[src/rtl/horno_control_seq.sv]
// Sequential oven controller: door/emergency interlocks, prescaled cook timer,
// completion alarm and latched emergency. Optional pause/resume: HORNO_PAUSE_RESUME_EN.
module horno_control_seq #(
    parameter int TIME_W          = 8,
    parameter int CYCLES_PER_TICK = 4,
    parameter int ALARM_CYCLES    = 8
) (
    input  logic              clk,
    input  logic              rst,
    input  logic              S,
    input  logic              B,
    input  logic              start,
    input  logic [TIME_W-1:0] time_set,
    output logic              H,
    output logic              P,
    output logic              A,
    output logic [TIME_W-1:0] remaining,
    output logic [2:0]        state_o
);

    localparam int PRESC_W = (CYCLES_PER_TICK > 1) ? $clog2(CYCLES_PER_TICK) : 1;
    localparam int ALARM_W = (ALARM_CYCLES > 1) ? $clog2(ALARM_CYCLES) : 1;

    localparam logic [PRESC_W-1:0] PRESC_LAST = PRESC_W'(CYCLES_PER_TICK - 1);
    localparam logic [ALARM_W-1:0] ALARM_LOAD = ALARM_W'(ALARM_CYCLES - 1);

    localparam logic [2:0] ST_IDLE  = 3'd0;
    localparam logic [2:0] ST_HEAT  = 3'd1;
    localparam logic [2:0] ST_DONE  = 3'd2;
    localparam logic [2:0] ST_EMERG = 3'd3;
    localparam logic [2:0] ST_PAUSE = 3'd4;

    logic [2:0]         state;
    logic [2:0]         state_nxt;
    logic [TIME_W-1:0]  remaining_nxt;
    logic [PRESC_W-1:0] presc;
    logic [PRESC_W-1:0] presc_nxt;
    logic [ALARM_W-1:0] alarm_cnt;
    logic [ALARM_W-1:0] alarm_nxt;

    logic start_ok;
    logic tick;
    logic last_unit;

    assign start_ok  = start && !S && (time_set != '0);
    assign tick      = (presc == PRESC_LAST);
    // Treat 0 like 1 so a corrupted counter can never wrap around.
    assign last_unit = (remaining <= TIME_W'(1));

    always_comb begin
        state_nxt     = state;
        remaining_nxt = remaining;
        presc_nxt     = presc;
        alarm_nxt     = alarm_cnt;

        if (B) begin
            state_nxt     = ST_EMERG;
            remaining_nxt = '0;
            presc_nxt     = '0;
            alarm_nxt     = '0;
        end else begin
            case (state)
                ST_IDLE: begin
                    remaining_nxt = '0;
                    presc_nxt     = '0;
                    if (start_ok) begin
                        state_nxt     = ST_HEAT;
                        remaining_nxt = time_set;
                    end
                end

                ST_HEAT: begin
                    if (S) begin
`ifdef HORNO_PAUSE_RESUME_EN
                        state_nxt = ST_PAUSE;
`else
                        state_nxt     = ST_IDLE;
                        remaining_nxt = '0;
                        presc_nxt     = '0;
`endif
                    end else if (tick) begin
                        presc_nxt = '0;
                        if (last_unit) begin
                            state_nxt     = ST_DONE;
                            remaining_nxt = '0;
                            alarm_nxt     = ALARM_LOAD;
                        end else begin
                            remaining_nxt = remaining - TIME_W'(1);
                        end
                    end else begin
                        presc_nxt = presc + PRESC_W'(1);
                    end
                end

                ST_DONE: begin
                    remaining_nxt = '0;
                    if (S || (alarm_cnt == '0)) begin
                        state_nxt = ST_IDLE;
                        alarm_nxt = '0;
                    end else begin
                        alarm_nxt = alarm_cnt - ALARM_W'(1);
                    end
                end

                ST_EMERG: begin
                    remaining_nxt = '0;
                    presc_nxt     = '0;
                    if (start) begin
                        state_nxt = ST_IDLE;
                    end
                end

                ST_PAUSE: begin
`ifdef HORNO_PAUSE_RESUME_EN
                    // Counters stay frozen so the cook resumes exactly where it stopped.
                    if (start && !S) begin
                        state_nxt = ST_HEAT;
                    end
`else
                    state_nxt     = ST_IDLE;
                    remaining_nxt = '0;
                    presc_nxt     = '0;
                    alarm_nxt     = '0;
`endif
                end

                default: begin
                    state_nxt     = ST_IDLE;
                    remaining_nxt = '0;
                    presc_nxt     = '0;
                    alarm_nxt     = '0;
                end
            endcase
        end
    end

    always_ff @(posedge clk) begin
        if (rst) begin
            state     <= ST_IDLE;
            remaining <= '0;
            presc     <= '0;
            alarm_cnt <= '0;
        end else begin
            state     <= state_nxt;
            remaining <= remaining_nxt;
            presc     <= presc_nxt;
            alarm_cnt <= alarm_nxt;
        end
    end

    // Moore outputs; unused encodings fall through to the IDLE output pattern.
    assign H       = (state == ST_HEAT);
    assign P       = (state != ST_HEAT);
    assign A       = (state == ST_DONE) || (state == ST_EMERG);
    assign state_o = state;

endmodule
[config.mk]
export PLATFORM = sky130hd
export DESIGN_NAME = horno_control_seq
export DESIGN_NICKNAME = d
export VERILOG_FILES = /design/src/rtl/horno_control_seq.sv
export SDC_FILE = /design/constraint.sdc
export NUM_CORES = 1
export LEC_CHECK = 0
export ABC_AREA = 1
export BUFFER_PORTS_ARGS = -buffer_cell sky130_fd_sc_hd__clkbuf_2
export CAP_MARGIN = 10
export CORE_ASPECT_RATIO = 1.1
export CORE_UTILIZATION = 37
export CTS_BUF_LIST = sky130_fd_sc_hd__clkbuf_2 sky130_fd_sc_hd__clkbuf_4 sky130_fd_sc_hd__clkbuf_8
export DETAILED_ROUTE_END_ITERATION = 16
export GPL_ROUTABILITY_DRIVEN = 0
export SYNTH_ARGS = -nofsm -noshare
export SYNTH_HDL_FRONTEND = slang
export SYNTH_SLANG_ARGS = --single-unit
[constraint.sdc]
create_clock -name clk -period 2.1 [get_ports clk]
set_input_delay 0.315 -clock clk [delete_from_list [all_inputs] [get_ports clk]]
set_output_delay 0.315 -clock clk [all_outputs]
set_load 0.02 [all_outputs]
Word level (Yosys, flattened, before mapping) --
Index checks and enable logic that the tools add are counted.
Operators by class: add/sub/neg operators 3, $lt $le $gt $ge 1, equal/unequal tests 18, mux-type cells 21, bitwise gates (word level) 1, reductions and logical operators 13
Operators with widths (number):
- $mux 8 | 4
- $mux 3 | 10
- $pmux 8 s2 | 1
- $pmux 3 s4 | 1
- $reduce_and 5->1 | 2
- $ne 3x1->1 const B | 3
- $ne 3x3->1 const B | 3
- $pmux 3 s3 | 1
- $le 8x1->1 const B | 1
- $ne 2x2->1 const B | 4
- $ne 4x2->1 const B | 2
- $reduce_bool 8->1 | 1
- $sub 8x1->8 const B | 1
- $eq 3x2->1 const B | 2
- $logic_not 3->1 | 2
- $mux 2 | 3
- $ne 2x1->1 const B | 2
- $pmux 2 s2 | 1
- $reduce_and 4->1 | 1
- $reduce_or 2->1 | 2
- $eq 3x1->1 const B | 1
- $sub 3x1->3 const B | 1
- $add 2x1->2 const B | 1
- $eq 2x2->1 const B | 1
- other kinds (4) | 6
Word-level totals: register bits after elaboration 16, input bits 13, output and inout port bits 14, word-level logic and storage cells 62

Logic depth before layout (Yosys ltp) --
word-level depth 6, gate-level depth with buffers 12, mapped depth without buffers 12

Worst setup path after synthesis --
No wires, ideal clock.
kind flip-flop to flip-flop, from register state[1], in the netlist state_o[1], to register state[0], in the netlist state_o[0], library setup time 0.066 ns, arrival time 1.716 ns, required time 2.034 ns, setup slack 0.318 ns, stages on the path, launching flop included 12, path buffers 0, clock period less this slack 1.782 ns, cell sequence dfxtp_1 > inv_1 > ha_1 > inv_2 > nor2_4 > nand2_1 > nand3_1 > nor2_4 > nand2_1 > nand2_1 > nand2_1 > a21oi_2
Between the ends: cells in the longest elaborated chain, start to end 3, elaborated cells on any way between the ends 12, classes of those cells eq/ne (8); mux (2); reduce/logical (2)
Ends and longest elaborated chain:
- from (decl) | RTL line 33 | logic [2:0] state;
- from (signal assigned) | RTL line 144 | state <= state_nxt;
- $eq 3x1->1 (*)
- net H | RTL line 14 | output logic H,
- $ne 4x2->1 (no source line) / $pmux 3 s4 (equally long branches)
- $reduce_and 5->1 (no source line) / $mux 2 (equally long branches)
The timed path passes the listed nets; every way through them passes the cells marked *. A chain may end at the register's enable or synchronous reset.

Worst setup path after layout --
from register state[0], in the netlist state_o[0], to output A
Between the ends: cells in the longest elaborated chain, start to end 2, elaborated cells on any way between the ends 3, classes of those cells eq/ne (2); reduce/logical (1)
Ends and longest elaborated chain:
- $eq 3x2->1 | RTL line 154 | assign A = (state == ST_DONE) || (state == ST_EMERG);
- $logic_or 1x1->1 (*) | RTL line 154
- to (decl) | RTL line 16 | output logic A,
Every way passes the cells marked *; elsewhere a longest branch is shown, timed or not.

==> Implementation_results.wiki <==
{| class="wikitable"
! Metric !! Value
|-
| Starting density of the core || 39.4%
|-
| Highest cell delay on the worst timing path || 0.40 ns
|-
| Pin count of the biggest net entering global routing || 12
|-
| Switching share of total power || 36.7%
|-
| Logic gate share of total power || 33.2%
|-
| Detailed-route wire length || 2.60 mm
|-
| Initial drt markers || 32
|-
| Arrival time at the worst endpoint || 1.51 ns
|-
| Number of maximum-capacitance constraint violations || 0
|-
| Sequential-to-total area share from yosys stat || 27.2%
|-
| Critical Path Source Type || register
|-
| Number of design rule violations left after detail routing || 0
|-
| Number of CTS-inserted buffers || 3
|-
| Io pins || 27
|-
| Final net count || 220
|-
| Floorplan die area || 3210 sq um
|-
| Worst Path Max Fanout || 4
|-
| Peak clock frequency supported by timing || 547 MHz
|-
| Vias in the first global route || 1060
|-
| Clock-pin slew on the worst setup and hold paths || 0.09 ns
|-
| Leakage power total || 0.681 nW
|-
| Yosys warning total || 0
|-
| Mapped Area || 1100 sq um
|-
| Category of the worst setup path capture point || output pin
|-
| Outcome || finished clean
|-
| Reg power frac || 42.0%
|-
| Post-route antenna net violation count || 0
|-
| Clock latency of the later-clocked register in the worst-skew pair || 0.28 ns
|-
| Floorplan core area || 2800 sq um
|-
| Total internal power || 0.473 mW
|-
| Global-route wire length before repair || 4.34 mm
|-
| Critical path class || reg -> out
|-
| Worst-case setup margin in the final layout || 0.273 ns
|-
| IR drop worst, VDD || 0.255 mV
|-
| Clock tree root buffer cell || sky130_fd_sc_hd__clkbuf_4
|-
| TritonCTS clock tree || done
|-
| Number of instances in the synthesized netlist || 171
|-
| Simple-Gate Fraction of Synth Area || 30.1%
|-
| DR WL/cell || 11.3 um
|-
| Adder and majority cell fraction of the synthesized area || 10.2%
|-
| Count of standard-cell rows || 20
|-
| Ant diodes || 0
|-
| Max Clock Skew || 0.00566 ns
|-
| Sum of net half-perimeters after detailed placement || 2.05 mm
|-
| Post-Synthesis Net Count || 193
|-
| Setup-failing EPs final || 0
|-
| Share of the synthesized area in compound gates (AO/OA/AOI/OAI) || 17.6%
|-
| Crit path cell chain || inv_1, ha_1, or2_2, clkbuf_2
|-
| Clock sink count || 15
|-
| Power per cell area || 582 nW/um^2
|-
| Sw Pwr || 0.274 mW
|-
| Hold Path Depth || 2
|-
| Synthesized area per cell || 6.46 sq um
|-
| Highest-count cells in the layout ignoring fill and taps || sky130_fd_sc_hd__inv_1 (32), sky130_fd_sc_hd__nand2_1 (31), sky130_fd_sc_hd__clkbuf_2 (25)
|-
| Xor and xnor fraction of the mapped netlist area || 1.59%
|-
| Number of hold buffers added after CTS || 0
|-
| Worst R2R Path Depth || 12
|-
| Slew Viols, Final || 0
|-
| Detailed-routing iteration count for the pre-antenna-repair pass || 4
|-
| Final Hold Vio Count || 0
|-
| Largest family of logic cells by synthesized area || simple AND/OR/NAND/NOR gates
|-
| GR Util All Layers || 18.6%
|-
| Crit path required time || 1.78 ns
|-
| RSZ-0062 raised after global routing || no
|-
| Leading cell type in the layout, fill and taps excluded || sky130_fd_sc_hd__inv_1
|-
| Antenna violations before repair || 0
|-
| Vias per Instance || 4.93
|-
| Worst-case clock buffer depth || 2
|-
| Number of cells upsized or downsized after cts || 0
|-
| Post-CTS setup repair buffer count || 0
|-
| Final critical-path required period || 1.83 ns
|-
| Slowest cell on crit path || sky130_fd_sc_hd__dfxtp_1
|-
| DIE HEIGHT || 59.3 um
|-
| Clk pwr share || 24.8%
|-
| Buffers added on ports || 25
|-
| GRT Residual Overflow || 0
|-
| Area Growth Syn to Fin || 16.3%
|-
| Chip Width || 54.1 um
|-
| Type of the worst min-delay path || in -> reg
|-
| Final clock period utilization by the worst path || 87.0%
|-
| Mux share of post-synthesis cell area || 0%
|-
| DR vias || 1133
|-
| Flip-flop and latch count after synthesis || 15
|-
| Layout cell share with drive strength beyond 1 || 20.3%
|-
| Htree depth || 1
|-
| Distinct cell type count of the synthesized netlist || 27
|-
| Total Neg Setup Slack || 0 ns
|-
| Place WS || 0.445 ns
|}
==> metrics by stage <==
step                      cell area (sq um)  power (mW)  cells  util, %  hold WS [ns]
after floorplan                        1100       0.501    171        -         0.377
final                                  1280       0.748    230     45.8         0.217
after global routing                   1280       0.806    230     45.8         0.205
after detailed placement               1250       0.568    226     44.8         0.461
after global placement                 1250       0.564    226     44.8         0.452
after CTS                              1280       0.753    230     45.8         0.211
==> cells in the mapped netlist <==
cell                       count  area share [%]
sky130_fd_sc_hd__buf_2         1            0.45
sky130_fd_sc_hd__buf_4         1            0.68
sky130_fd_sc_hd__a31oi_1       1            0.57
sky130_fd_sc_hd__nor2_1       17             5.8
sky130_fd_sc_hd__nor2_4        4             4.1
sky130_fd_sc_hd__o21ai_2       1            0.79
sky130_fd_sc_hd__xnor2_1       1            0.79
sky130_fd_sc_hd__o211ai_1      2             1.4
sky130_fd_sc_hd__a21oi_2       1            0.79
sky130_fd_sc_hd__or2_1         1            0.57
sky130_fd_sc_hd__nor3_1        1            0.45
sky130_fd_sc_hd__nand2_2       1            0.57
sky130_fd_sc_hd__clkbuf_1      1            0.34
sky130_fd_sc_hd__nand3_1      10             4.5
sky130_fd_sc_hd__or2_2         1            0.57
sky130_fd_sc_hd__nand3b_1      2             1.4
sky130_fd_sc_hd__inv_1        32              11
sky130_fd_sc_hd__xor2_1        1            0.79
sky130_fd_sc_hd__ha_1          9              10
sky130_fd_sc_hd__nand4_1       2             1.1
sky130_fd_sc_hd__nand2_1      31              11
sky130_fd_sc_hd__a21oi_1      10             4.5
sky130_fd_sc_hd__inv_2         2            0.68
sky130_fd_sc_hd__o21ai_0      21             9.5
sky130_fd_sc_hd__nor2_2        1            0.57
sky130_fd_sc_hd__dfxtp_1      15              27
sky130_fd_sc_hd__conb_1        1            0.34
==> path summary, 6_finish.rpt <==
| check | startpoint | to | slack, ns |
|---|---|---|---|
| setup / recovery | state_o[0] | A | 0.27 |
| hold / removal | rst | state_o[0] | 0.22 |
| setup reg to reg | remaining[0] | remaining[1] | 0.42 |
| hold reg to reg | presc[1] | presc[1] | 0.47 |
==> state kept, by name, indices dropped and copies added, names as in the netlist <==
name	count
alarm_cnt	3
presc	2
remaining	8
state_o	2
==> power groups by stage <==
stage	sequential, mW	clock (mW)	combinational, mW
6_report	0.314	0.186	0.248
5_1_grt	0.317	0.209	0.281
4_1_cts	0.314	0.191	0.248
3_5_place_dp	0.321	0	0.247
3_3_place_gp	0.320	0	0.243
2_1_floorplan	0.331	0	0.171
==> cell type report <==
cell class / count / area, sq um
timing repair buffer: 25 / 125
sequential: 15 / 300
fill: 306 / 1520
clock buffer: 4 / 30.0
multi-input combinational: 119 / 661
tap: 33 / 41.3
inverter: 34 / 128
==> worst max-delay path: cells and delay by family, from the launching register on <==
family | cells | cell delay (ns)
adder cells (fa/ha/maj) | 1 | 0.27
AND/OR/NAND/NOR | 1 | 0.31
flip-flops | 1 | 0.40
buffers and inverters | 2 | 0.26
==> routing by layer <==
| metal | track usage [%] | wire length (um) |
|---|---|---|
| met1 | 21.9 | 1170 |
| met5 | 0 | 0 |
| met2 | 31.7 | 1280 |
| met4 | 8.79 | 17 |
| met3 | 3.33 | 130 |
==> cell families (layout without fill, tap and decap cells) <==
| family | count (synthesis) | count (layout) |
|---|---|---|
| AOI/OAI and AO/OA | 36 | 36 |
| xor gates and xnor gates | 2 | 2 |
| adders and majority gates | 9 | 9 |
| buffers and inverters | 37 | 63 |
| DFF | 15 | 15 |
| other | 1 | 1 |
| and+or+nand+nor | 71 | 71 |
Power figures use the tool's default switching activity.
